<file path="config.mk">
export PLATFORM = sky130hd
export DESIGN_NAME = lsu_byte_seq
export DESIGN_NICKNAME = d
export VERILOG_FILES = /design/src/rtl/lsu_pkg.sv /design/src/rtl/lsu_load_ext.sv /design/src/rtl/lsu_byte_seq.sv
export SDC_FILE = /design/constraint.sdc
export NUM_CORES = 1
export LEC_CHECK = 0
export BUFFER_PORTS_ARGS = -buffer_cell sky130_fd_sc_hd__buf_2
export CELL_PAD_IN_SITES_DETAIL_PLACEMENT = 1
export CELL_PAD_IN_SITES_GLOBAL_PLACEMENT = 2
export CORE_MARGIN = 1.5
export CORE_UTILIZATION = 31
export DETAILED_ROUTE_END_ITERATION = 10
export PLACE_DENSITY = 0.87
export SLEW_MARGIN = 30
export SYNTH_ARGS = -nofsm -noshare
export SYNTH_HDL_FRONTEND = slang
export SYNTH_HIERARCHICAL = 1
export SYNTH_SLANG_ARGS = --single-unit
</file>
<file path="constraint.sdc">
create_clock -name clk -period 8.4 [get_ports clk]
set_input_delay 1.68 -clock clk [delete_from_list [all_inputs] [get_ports clk]]
set_output_delay 1.68 -clock clk [all_outputs]
set_load 0.02 [all_outputs]
</file>
<file path="src/rtl/lsu_pkg.sv">
// Shared types and helpers for the byte-sequencing load/store unit.
// Size and state encodings, default RAM size, byte-count helper.
package lsu_pkg;

  localparam int LSU_MEM_BYTES = 32;

  typedef enum logic [1:0] {
    SZ_B = 2'b00,
    SZ_H = 2'b01,
    SZ_W = 2'b10
  } sz_e;

  typedef enum logic [2:0] {
    ST_IDLE,
    ST_STORE,
    ST_LOAD,
    ST_LOAD_TAIL,
    ST_RESP,
    ST_ERR
  } state_e;

  // Encoding 2'b11 behaves as a word access.
  function automatic sz_e to_size(input logic [1:0] s);
    sz_e r;
    r = (s == 2'b11) ? SZ_W : sz_e'(s);
    return r;
  endfunction

  function automatic logic [2:0] size_bytes(input sz_e s);
    logic [2:0] n;
    unique case (s)
      SZ_B:    n = 3'd1;
      SZ_H:    n = 3'd2;
      default: n = 3'd4;
    endcase
    return n;
  endfunction

endpackage

</file>
<file path="src/rtl/lsu_load_ext.sv">
// Load data extender: sign or zero extends the assembled
// little-endian load word according to access size.
module lsu_load_ext
  import lsu_pkg::*;
(
  input  sz_e         size,
  input  logic        uns,
  input  logic [31:0] din,
  output logic [31:0] dout
);

  // Extend from bit 7 or 15; word passes straight through.
  always_comb begin
    dout = din;
    unique case (size)
      SZ_B: dout = uns ? {24'd0, din[7:0]}
                       : {{24{din[7]}}, din[7:0]};
      SZ_H: dout = uns ? {16'd0, din[15:0]}
                       : {{16{din[15]}}, din[15:0]};
      default: dout = din;
    endcase
  end

endmodule

</file>
<file path="src/rtl/lsu_byte_seq.sv">
// Load/store sequencer splitting core accesses into byte RAM cycles.
// Optional LSU_ADDR_CHK_EN adds alignment and range fault checks.
module lsu_byte_seq
  import lsu_pkg::*;
#(
  parameter int MEM_BYTES = LSU_MEM_BYTES,
  parameter int AW        = 32
) (
  input  logic          clk,
  input  logic          rst_enm,
  input  logic          req_valid,
  output logic          req_ready,
  input  logic          req_we,
  input  logic [1:0]    req_size,
  input  logic          req_unsigned,
  input  logic [AW-1:0] req_addr,
  input  logic [31:0]   req_wdata,
  output logic          resp_valid,
  output logic [31:0]   resp_rdata,
  output logic          resp_err,
  output logic          mem_rd,
  output logic          mem_wr,
  output logic [AW-1:0] mem_addr,
  output logic [7:0]    mem_wdata,
  input  logic [31:0]   mem_rdata
);

  state_e        state_q, state_d;
  logic [1:0]    cnt_q, cnt_d;
  logic          we_q;
  sz_e           sz_q;
  logic          uns_q;
  logic [AW-1:0] addr_q;
  logic [31:0]   wdata_q;
  logic [31:0]   data_q;
  logic [31:0]   ext_data;
  logic          accept;
  logic          fault;
  logic          last;
  logic          cap_en;
  logic [1:0]    cap_lane;
  logic          unused_hi;

  assign unused_hi = ^mem_rdata[31:8];

`ifdef LSU_ADDR_CHK_EN
  localparam logic CHK_EN = 1'b1;
  sz_e         req_sz;
  logic [2:0]  req_n;
  logic        misalign;
  logic [AW:0] last_addr;

  assign req_sz    = to_size(req_size);
  assign req_n     = size_bytes(req_sz);
  assign misalign  = (req_sz == SZ_H && req_addr[0]) ||
                     (req_sz == SZ_W && req_addr[1:0] != 2'b00);
  assign last_addr = {1'b0, req_addr} + (AW+1)'(req_n)
                   - (AW+1)'(1);
  assign fault     = misalign ||
                     (last_addr >= (AW+1)'(MEM_BYTES));
`else
  localparam logic CHK_EN = 1'b0;
  logic unused_cfg;
  assign unused_cfg = (MEM_BYTES != 0);
  assign fault      = 1'b0;
`endif

  assign accept = req_valid && req_ready;
  assign last   = ({1'b0, cnt_q} == size_bytes(sz_q) - 3'd1);

  lsu_load_ext u_ext (
    .size (sz_q),
    .uns  (uns_q),
    .din  (data_q),
    .dout (ext_data)
  );

  // State, byte counter, latched request and load byte capture.
  always_ff @(posedge clk) begin
    if (rst_enm) begin
      state_q <= ST_IDLE;
      cnt_q   <= 2'd0;
      we_q    <= 1'b0;
      sz_q    <= SZ_B;
      uns_q   <= 1'b0;
      addr_q  <= '0;
      wdata_q <= '0;
      data_q  <= '0;
    end else begin
      state_q <= state_d;
      cnt_q   <= cnt_d;
      if (accept) begin
        we_q    <= req_we;
        sz_q    <= to_size(req_size);
        uns_q   <= req_unsigned;
        addr_q  <= req_addr;
        wdata_q <= req_wdata;
        data_q  <= '0;
      end else if (cap_en) begin
        data_q[{cap_lane, 3'b000} +: 8] <= mem_rdata[7:0];
      end
    end
  end

  // Next state plus all port outputs from the current state.
  always_comb begin
    state_d    = state_q;
    cnt_d      = cnt_q;
    req_ready  = 1'b0;
    resp_valid = 1'b0;
    resp_rdata = '0;
    resp_err   = 1'b0;
    mem_rd     = 1'b0;
    mem_wr     = 1'b0;
    mem_addr   = '0;
    mem_wdata  = '0;
    cap_en     = 1'b0;
    cap_lane   = cnt_q;
    unique case (state_q)
      ST_IDLE: begin
        req_ready = 1'b1;
        if (req_valid) begin
          cnt_d = 2'd0;
          if (fault)       state_d = ST_ERR;
          else if (req_we) state_d = ST_STORE;
          else             state_d = ST_LOAD;
        end
      end
      ST_STORE: begin
        mem_wr    = 1'b1;
        mem_addr  = addr_q + AW'(cnt_q);
        mem_wdata = wdata_q[{cnt_q, 3'b000} +: 8];
        if (last) state_d = ST_RESP;
        else      cnt_d   = cnt_q + 2'd1;
      end
      ST_LOAD: begin
        mem_rd   = 1'b1;
        mem_addr = addr_q + AW'(cnt_q);
        cap_en   = (cnt_q != 2'd0);
        cap_lane = cnt_q - 2'd1;
        if (last) state_d = ST_LOAD_TAIL;
        else      cnt_d   = cnt_q + 2'd1;
      end
      ST_LOAD_TAIL: begin
        cap_en   = 1'b1;
        cap_lane = cnt_q;
        state_d  = ST_RESP;
      end
      ST_RESP: begin
        resp_valid = 1'b1;
        resp_rdata = we_q ? 32'd0 : ext_data;
        state_d    = ST_IDLE;
      end
      ST_ERR: begin
        resp_valid = 1'b1;
        resp_err   = CHK_EN;
        state_d    = ST_IDLE;
      end
      default: state_d = ST_IDLE;
    endcase
  end

endmodule

</file>
==> results of run 1 <==
==> worst min-delay path by stage <==
stage,slack (ps),from,cells after the start,to
4_1_cts,460,wdata_q[10],2,wdata_q[10]
3_5_place_dp,450,wdata_q[9],2,wdata_q[9]
5_1_grt,480,we_q,2,we_q
3_3_place_gp,440,wdata_q[9],2,wdata_q[9]
2_1_floorplan,430,wdata_q[16],2,wdata_q[16]
6_report,460,wdata_q[8],2,wdata_q[8]
==> layer usage <==
layer	wire (um)	vias up	track usage, %
met2	8000	103	29.3
li1	-	2759	-
met5	0	-	0
met4	266	0	5.98
met1	7790	2547	22.3
met3	735	17	3.31
==> layout make-up <==
type                    count  area (sq um)  share of cell area [%]
repair buffers            160           816                    12.0
inverters                  12          45.0                   0.662
multi-input cells         554          3250                    47.7
flip-flops and latches    105          2100                    30.9
clock inverters             6          76.3                    1.12
clock buffers              10           229                    3.37
well taps                 229           287                    4.21
==> Yosys cell counts, types with 3 or more instances <==
cell	instances	share of area, %
nand4_1	16	1.8
and4_1	4	0.62
nor2_1	29	1.9
and2_1	34	3.7
mux4_2	8	3.2
clkbuf_1	38	2.5
a22o_1	8	1.2
or2_2	3	0.33
dfxtp_1	105	37
nor2b_1	3	0.33
xnor2_1	14	2.2
inv_1	12	0.79
nand2b_1	3	0.33
a21oi_1	89	7.8
o21ai_0	30	2.6
or4_1	14	1.8
nand3_1	11	0.97
mux2i_1	17	3.0
buf_4	10	1.3
buf_1	8	0.53
nor4_1	5	0.55
or3_1	3	0.33
nor3_1	6	0.53
o21a_1	3	0.40
buf_2	9	0.79
a32oi_1	8	1.2
nand4b_1	11	1.7
nand2_1	186	12
o31ai_1	11	1.5
and3_1	11	1.2
ha_1	7	1.5
==> critical path, stage by stage (launching register included) <==
cell     delay [ps]
dfxtp_1         890
ha_1            320
fa_1            250
nand3_1         170
or4_1           850
or4_1           600
a21oi_1         190
buf_2           190
==> cells by family after synthesis <==
group                    Yosys count
flip-flops                       105
AO/OA/AOI/OAI                    154
buffers and inverters             80
AND/OR/NAND/NOR                  348
other                              1
multiplexers                      27
XOR/XNOR                          16
adder cells (fa/ha/maj)            8
==> per-stage QoR <==
step                worst slack (ps)  area (sq um)
detailed placement              3250          6490
CTS                             2830          6800
finish                          2890          6800
global placement                3280          6490
global route                    2660          6800
floorplan                       4270          5690
==> flip-flops by register name, summed over array words and instances, names as in the netlist <==
register	flops
addr_q	32
cnt_q	2
data_q	32
state_q	3
sz_q	2
uns_q	1
wdata_q	32
we_q	1
==> report_power, final <==
group	leakage [nW]	switching (W)	internal [W]
Clock	0.149	0.000203	0.000236
Sequential	0.857	0.0000622	0.000546
Combinational	1.86	0.000270	0.000139
==> flow_summary.ini, run 1 <==
[run_status]
status = complete, no violations

[clock_tree]
numCtsBuffers = 9
clkSinkCount = 105
post_cts_buffers = 0
h-tree-depth = 3
cts_resized = 0
root_buffer = clkbuf_16
clk_path_buf_depth = 2
cts_tree = built
clkLatencyLatePin_ps = 360
ctsHoldBuffers = 0
clkTransAtPathRegs_ps = 70

[cells_and_area]
area_growth_pct = 19.4
final_cell_mix = 185 x nand2_1, 154 x buf_2, 105 x dfxtp_1, 89 x a21oi_1, 34 x and2_1
layout.nets = 953
fin_util_pct = 37.9
drive_above_1_share_pct = 23.1
diodes = 0
finalNonFillerCells = 1076
num-fill-cells = 2251
layout_commonest_cell = nand2_1

[logic_synthesis]
synth_flop_cell = dfxtp_1
synth-edff-count = 0
synth_top_family_by_area = simple AND/OR/NAND/NOR gates
synthAdderAreaFrac_pct = 1.89
synth-warning-count = 6
synth.ff_latch_count = 105
avgSynthCellArea_sq_um = 7.71
synth_fp_nets = 850
yosysSeqAreaShare_pct = 36.9
synth_simple_gate_area_share_pct = 30.2
syn_inst = 739
synth_mux_area_share_pct = 6.59
synth_cell_types = 50
synth-xor-area-share_pct = 2.46
syn_area_sq_um = 5690
synth_compound_area_share_pct = 15.5
async_flop_share_pct = 0

[setup_path]
cp_data_required_time_ps = 6720
worst-r2r-cell-count = 9
critPathMaxFanout = 18
r2r-start = cnt_q[0]
cp-endpoint = mem_addr[28]
rrSetupSlack_ps = 5200
worst_setup_path_start_kind = flop
critical_path_class = reg2out
crit_path_end_kind = output port
critical_path.startpoint = cnt_q[0]
reg2reg_to = data_q[21]
arrival_ps = 3830

[place]
place_congestion = 0.735
place_inst = 1060
port_buffers = 154
hpwlAfterDp_um = 11600

[floorplan]
dieArea_sq_um = 19200
std_cell_rows = 49
ioPinCount = 180
die_y_um = 139
core_area_sq_um = 18000
start_util_pct = 31.7
die_x_um = 139

[sta]
fmax_mhz = 182
tns_ps = 0
finalCriticalPeriod_ps = 5510
tightest_slew_ps = 867
setup_violations = 0
drv_slew = 0
skew_ps = 9.04
rsz0062_at_grt = no
slew-limit-headroom_pct = 42.1
hold_viol = 0
whs_ps = 457
fin_crit_sh_pct = 65.6

[routing]
vias = 5426
first_pass_iters = 4
wl_per_cell_um = 15.6
final_antenna_net_count = 0
avgViaCountPerCell = 5.04
drc = 0
drt_iter0_markers = 251
wl_um = 16800

[hold_path]
hold_class = reg2reg

[global_route]
grt_pass1_vias = 5265
grt_max_degree = 76
antenna_found_initial = 0
grt_use_total_pct = 17.4
grt_pass1_wl_um = 27000
overflow = 0

[power]
ir_drop_mv = 0.136
fin_total_pwr_w = 0.00146
power.leakage_nw = 2.87
p_per_area_nw_per_um2 = 214

[run]
maxCapViolCount = 0
(Power assumes the default switching activity.)
==> run 2, diff against run 1 <==
ABC_AREA = 1   (was unset)
CORE_UTILIZATION = 27   (was 31)
PLACE_DENSITY = 0.81   (was 0.87)
clock period = 5.1 ns   (was 8.4 ns; I/O delays follow)
==> flow_summary.ini, run 2 <==
[run_status]
status = complete, no violations

[routing]
avgViaCountPerCell = 4.66
final_antenna_net_count = 0
wl_per_cell_um = 14.6
wl_um = 20100
drc = 0
first_pass_iters = 4
drt_iter0_markers = 189
vias = 6430

[sta]
slew-limit-headroom_pct = 46.3
setup_violations = 0
skew_ps = 9.45
drv_slew = 0
fmax_mhz = 262
finalCriticalPeriod_ps = 3810
rsz0062_at_grt = no
whs_ps = 457
tightest_slew_ps = 804
layout_setup_ws_ps = 1290
hold_viol = 0
tns_ps = 0
fin_crit_sh_pct = 74.8

[setup_path]
crit_path_end_kind = output port
critical_path_class = reg2out
rrSetupSlack_ps = 1770
path_cells = fa_1 > nand3_1 > inv_1 > nand3_1 > nor2_1 > nor2_1 > nor3_1 > buf_2
critical_path.startpoint = cnt_q[1]
critPathSlowestCell = dfxtp_1
cp_data_required_time_ps = 4080
arrival_ps = 2790
worst_setup_path_start_kind = flop
worst-r2r-cell-count = 11
r2r-start = cnt_q[1]
reg2reg_to = data_q[12]
cpPeakStageDelay_ps = 790
critPathMaxFanout = 14
cp-endpoint = mem_addr[18]

[logic_synthesis]
avgSynthCellArea_sq_um = 6.31
syn_area_sq_um = 6180
synth-edff-count = 0
netlist_top_cells_area = dfxtp_1 34%, nand2_1 14%, a21oi_1 10%, nor2_1 8.9%, o21ai_0 6.7%
synth-warning-count = 6
synth_cell_types = 33
synth_top_area_share_pct = 34.0
synth_fp_nets = 1090
syn_inst = 979
async_flop_share_pct = 0
synth.ff_latch_count = 105
yosysTopAreaCell = dfxtp_1
synthTopCellsByCount = 223 x nand2_1, 146 x nor2_1, 127 x a21oi_1, 105 x dfxtp_1, 104 x inv_1
yosysSeqAreaShare_pct = 34.0
synth_flop_cell = dfxtp_1
yosysMostFrequentCell = nand2_1

[hold_path]
hp-start = wdata_q[14]
worstHoldPathCells = 2
hold_class = reg2reg

[cells_and_area]
finalNonFillerCells = 1380
layout.nets = 1200
drive_above_1_share_pct = 18.8
area_growth_pct = 18.0
num-fill-cells = 2989
top_regs = addr_q (32), data_q (32), wdata_q (32)
stdcell_area_sq_um = 7300
layout_commonest_cell = nand2_1
final_cell_mix = 223 x nand2_1, 154 x buf_2, 146 x nor2_1, 127 x a21oi_1

[floorplan]
core_area_sq_um = 22600
die_x_um = 154
ioPinCount = 180
std_cell_rows = 55
die_y_um = 154
dieArea_sq_um = 23800
start_util_pct = 27.4

[clock_tree]
cts_tree = built
clkSinkCount = 105
clk_path_buf_depth = 2
clkLatencyLatePin_ps = 360
numCtsBuffers = 9
post_cts_buffers = 0
ctsHoldBuffers = 0
h-tree-depth = 3
cts_resized = 0
clkTransAtPathRegs_ps = 80
root_buffer = clkbuf_16

[place]
place_congestion = 0.936
place_area_sq_um = 6980
port_buffers = 154
place_ws_ps = 1630
place_inst = 1363
hpwlAfterDp_um = 15300

[run]
maxCapViolCount = 0

[power]
p_per_area_nw_per_um2 = 454
ir_drop_mv = 0.154
power.leakage_nw = 3.09

[global_route]
antenna_found_initial = 4
grt_use_total_pct = 16.9
overflow = 0
grt_max_degree = 76
grt_pass1_vias = 6190
grt_pass1_wl_um = 32100
[run 2: cell count changes after synthesis, sizes merged, moves of 13 or more]
cell | before | now
a21oi | 89 | 127
xnor2 | 14 | 1
and2 | 34 | 0
nand4 | 16 | 3
clkbuf | 39 | 22
inv | 12 | 109
or4 | 14 | 0
nand2 | 186 | 234
nand3 | 12 | 76
nor2 | 29 | 154
mux2i | 18 | 0
o21ai | 30 | 85
[run 2: routing by layer]
metal	global-route usage (%)	share of wire, %	vias to the layer above
met5	0	0.11	-
met2	27.6	45	135
met3	4.09	5.3	25
li1	-	-	3323
met4	4.44	1.6	4
met1	22.5	48	2943
[run 2: area by class of cell]
cell class	count	area, sq um	share of cell area, %
Antenna cell	2	5.00	0.0686
Clock buffer	9	225	3.09
Clock inverter	6	86.3	1.18
Inverter	110	413	5.66
Multi-Input combinational cell	705	3310	45.3
Sequential cell	105	2100	28.8
Tap cell	285	357	4.89
Timing Repair Buffer	158	801	11.0
[run 2: stage by stage]
| step | util (%) | power, W |
|---|---|---|
| 3_5_place_dp | 30.9 | 0.00262 |
| 5_1_grt | 32.3 | 0.00361 |
| 3_3_place_gp | 30.9 | 0.00259 |
| 2_1_floorplan | - | 0.00226 |
| 4_1_cts | 32.3 | 0.00339 |
| 6_report | 32.3 | 0.00332 |
[run 2: worst min-delay path by stage]
| stage | end | slack [ps] |
|---|---|---|
| 6_report | wdata_q[14] | 460 |
| 5_1_grt | wdata_q[3] | 480 |
| 3_5_place_dp | wdata_q[20] | 450 |
| 3_3_place_gp | wdata_q[21] | 440 |
| 4_1_cts | wdata_q[21] | 460 |
| 2_1_floorplan | wdata_q[10] | 430 |
[run 2: logic make-up (layout without fill, tap and decap cells)]
group | count (synthesis) | count (layout) | synth area share (%)
other cells | 1 | 3 | 0.0607
flops | 105 | 105 | 34.0
buf+inv | 169 | 283 | 12.6
simple gates | 475 | 475 | 33.2
compound gates | 214 | 214 | 17.4
xor+xnor | 7 | 7 | 0.992
fa+ha+maj | 8 | 8 | 1.74
[run 2: worst max-delay path, delay by kind of cell, from the launching register on]
family,cells,cell delay [ps]
DFF,1,790
adders and majority gates,1,400
and+or+nand+nor,5,850
buffers and inverters,2,400
[run 2: power by group]
part           total [W]  internal, W  switching (W)
Sequential       0.00116     0.000999       0.000166
Combinational    0.00141     0.000405        0.00100
Clock           0.000744     0.000393       0.000352
Total            0.00332      0.00180        0.00152
==> run 3, diff against run 2 <==
CORE_UTILIZATION = 24   (was 27)
PLACE_DENSITY = 0.76   (was 0.81)
clock period = 3.1 ns   (was 5.1 ns; I/O delays follow)
==> flow_summary.ini, run 3 (synthesis results as in run 2) <==
[sta]
tightest_slew_ps = 535
whs_ps = 458
skew_ps = 7.56
drv_slew = 0
finalCriticalPeriod_ps = 2890
hold_viol = 0
rsz0062_at_grt = no
tns_ps = 0
fin_crit_sh_pct = 93.1
setup_violations = 0
slew-limit-headroom_pct = 64.3
fmax_mhz = 346

[clock_tree]
root_buffer = clkbuf_16
post_cts_buffers = 0
clkLatencyLatePin_ps = 360
clk_path_buf_depth = 2
h-tree-depth = 3
clkSinkCount = 105
cts_tree = built
numCtsBuffers = 9
clkTransAtPathRegs_ps = 80

[place]
port_buffers = 154
place_congestion = 0.895
hpwlAfterDp_um = 16400

[floorplan]
core_area_sq_um = 25300
die_y_um = 163
dieArea_sq_um = 26700
std_cell_rows = 58
ioPinCount = 180
start_util_pct = 24.5
die_x_um = 163

[routing]
avgViaCountPerCell = 4.49
final_antenna_net_count = 0
vias = 6442
drc = 0
wl_per_cell_um = 14.7
wl_um = 21100
drt_iter0_markers = 240
first_pass_iters = 4

[global_route]
overflow = 0
grt_pass1_wl_um = 33400
grt_use_total_pct = 16.0
grt_pass1_vias = 6261
grt_max_degree = 52
antenna_found_initial = 2

[hold_path]
hold_class = reg2reg

[cells_and_area]
layout_commonest_cell = nand2_1
area_growth_pct = 20.4
layout.nets = 1212
num-fill-cells = 3332
multi_input_area_sq_um = 3320
drive_above_1_share_pct = 20.1
final_cell_mix = 223 x nand2_1, 154 x buf_2, 144 x nor2_1, 127 x a21oi_1, 105 x dfxtp_1
ff_latch_area_sq_um = 2100
top_regs = addr_q (32), data_q (32), wdata_q (32)

[setup_path]
arrival_ps = 2270
crit_path_end_kind = output port
critical_path_class = reg2out
cp_data_required_time_ps = 2480
worst_setup_path_start_kind = flop
critPathMaxFanout = 5

[run]
maxCapViolCount = 0

[run_status]
status = complete, no violations

[power]
p_per_area_nw_per_um2 = 745
ir_drop_mv = 0.278
power.leakage_nw = 3.14
==> run 3: per-stage QoR <==
stage	utilization, %	cell area (sq um)	cells	setup slack (ps)	total power [W]
final	29.5	7440	1436	213	0.00555
after global routing	29.5	7440	1436	29.7	0.00603
after CTS	29.4	7420	1435	16.0	0.00566
after detailed placement	28.2	7120	1420	423	0.00442
after global placement	28.2	7120	1420	440	0.00438
after floorplan	-	6180	979	605	0.00373
==> run 3: worst paths after layout <==
kind	slack, ps	endpoint	from	cells past startpoint
hold / removal	460	wdata_q[19]	wdata_q[19]	2
hold reg to reg	460	wdata_q[19]	wdata_q[19]	2
setup / recovery	210	mem_addr[8]	cnt_q[0]	9
setup reg to reg	470	data_q[11]	cnt_q[1]	12
==> run 3: layout make-up <==
cell class	instances	share of cell area, %
antenna	1	0.0336
clock buffer	9	3.03
clock inverter	6	1.01
inverter	110	5.55
multi-input combinational	705	44.6
sequential	105	28.2
tap	330	5.55
timing repair buffer	170	12.0
==> run 3: power by group <==
| group | switching (W) | internal, W | total (W) |
|---|---|---|---|
| clock | 0.000565 | 0.000638 | 0.00120 |
| combinational | 0.00175 | 0.000721 | 0.00247 |
| sequential | 0.000233 | 0.00164 | 0.00188 |
==> run 3: routing by layer <==
metal	track usage, %	vias to the layer above	part of all wire [%]
met5	0	-	0.057
met4	2.85	2	0.73
met3	3.43	12	4.3
met2	25.4	122	45
met1	22.4	2958	50
li1	-	3348	-
==> run 3: repair_timing <==
item	in CTS	in global routing
resized for setup	0	6
hold buffers	0	0
endpoints found under the setup margin	0	7
==> run 3: critical path: stages, from the launching register on <==
cell and delay [ps]:
dfxtp_1 340, ha_1 230, fa_2 280, nand3_2 140, inv_2 120, nand2_1 70, inv_1 140, nor2_1 60
a211oi_1 290, buf_2 230
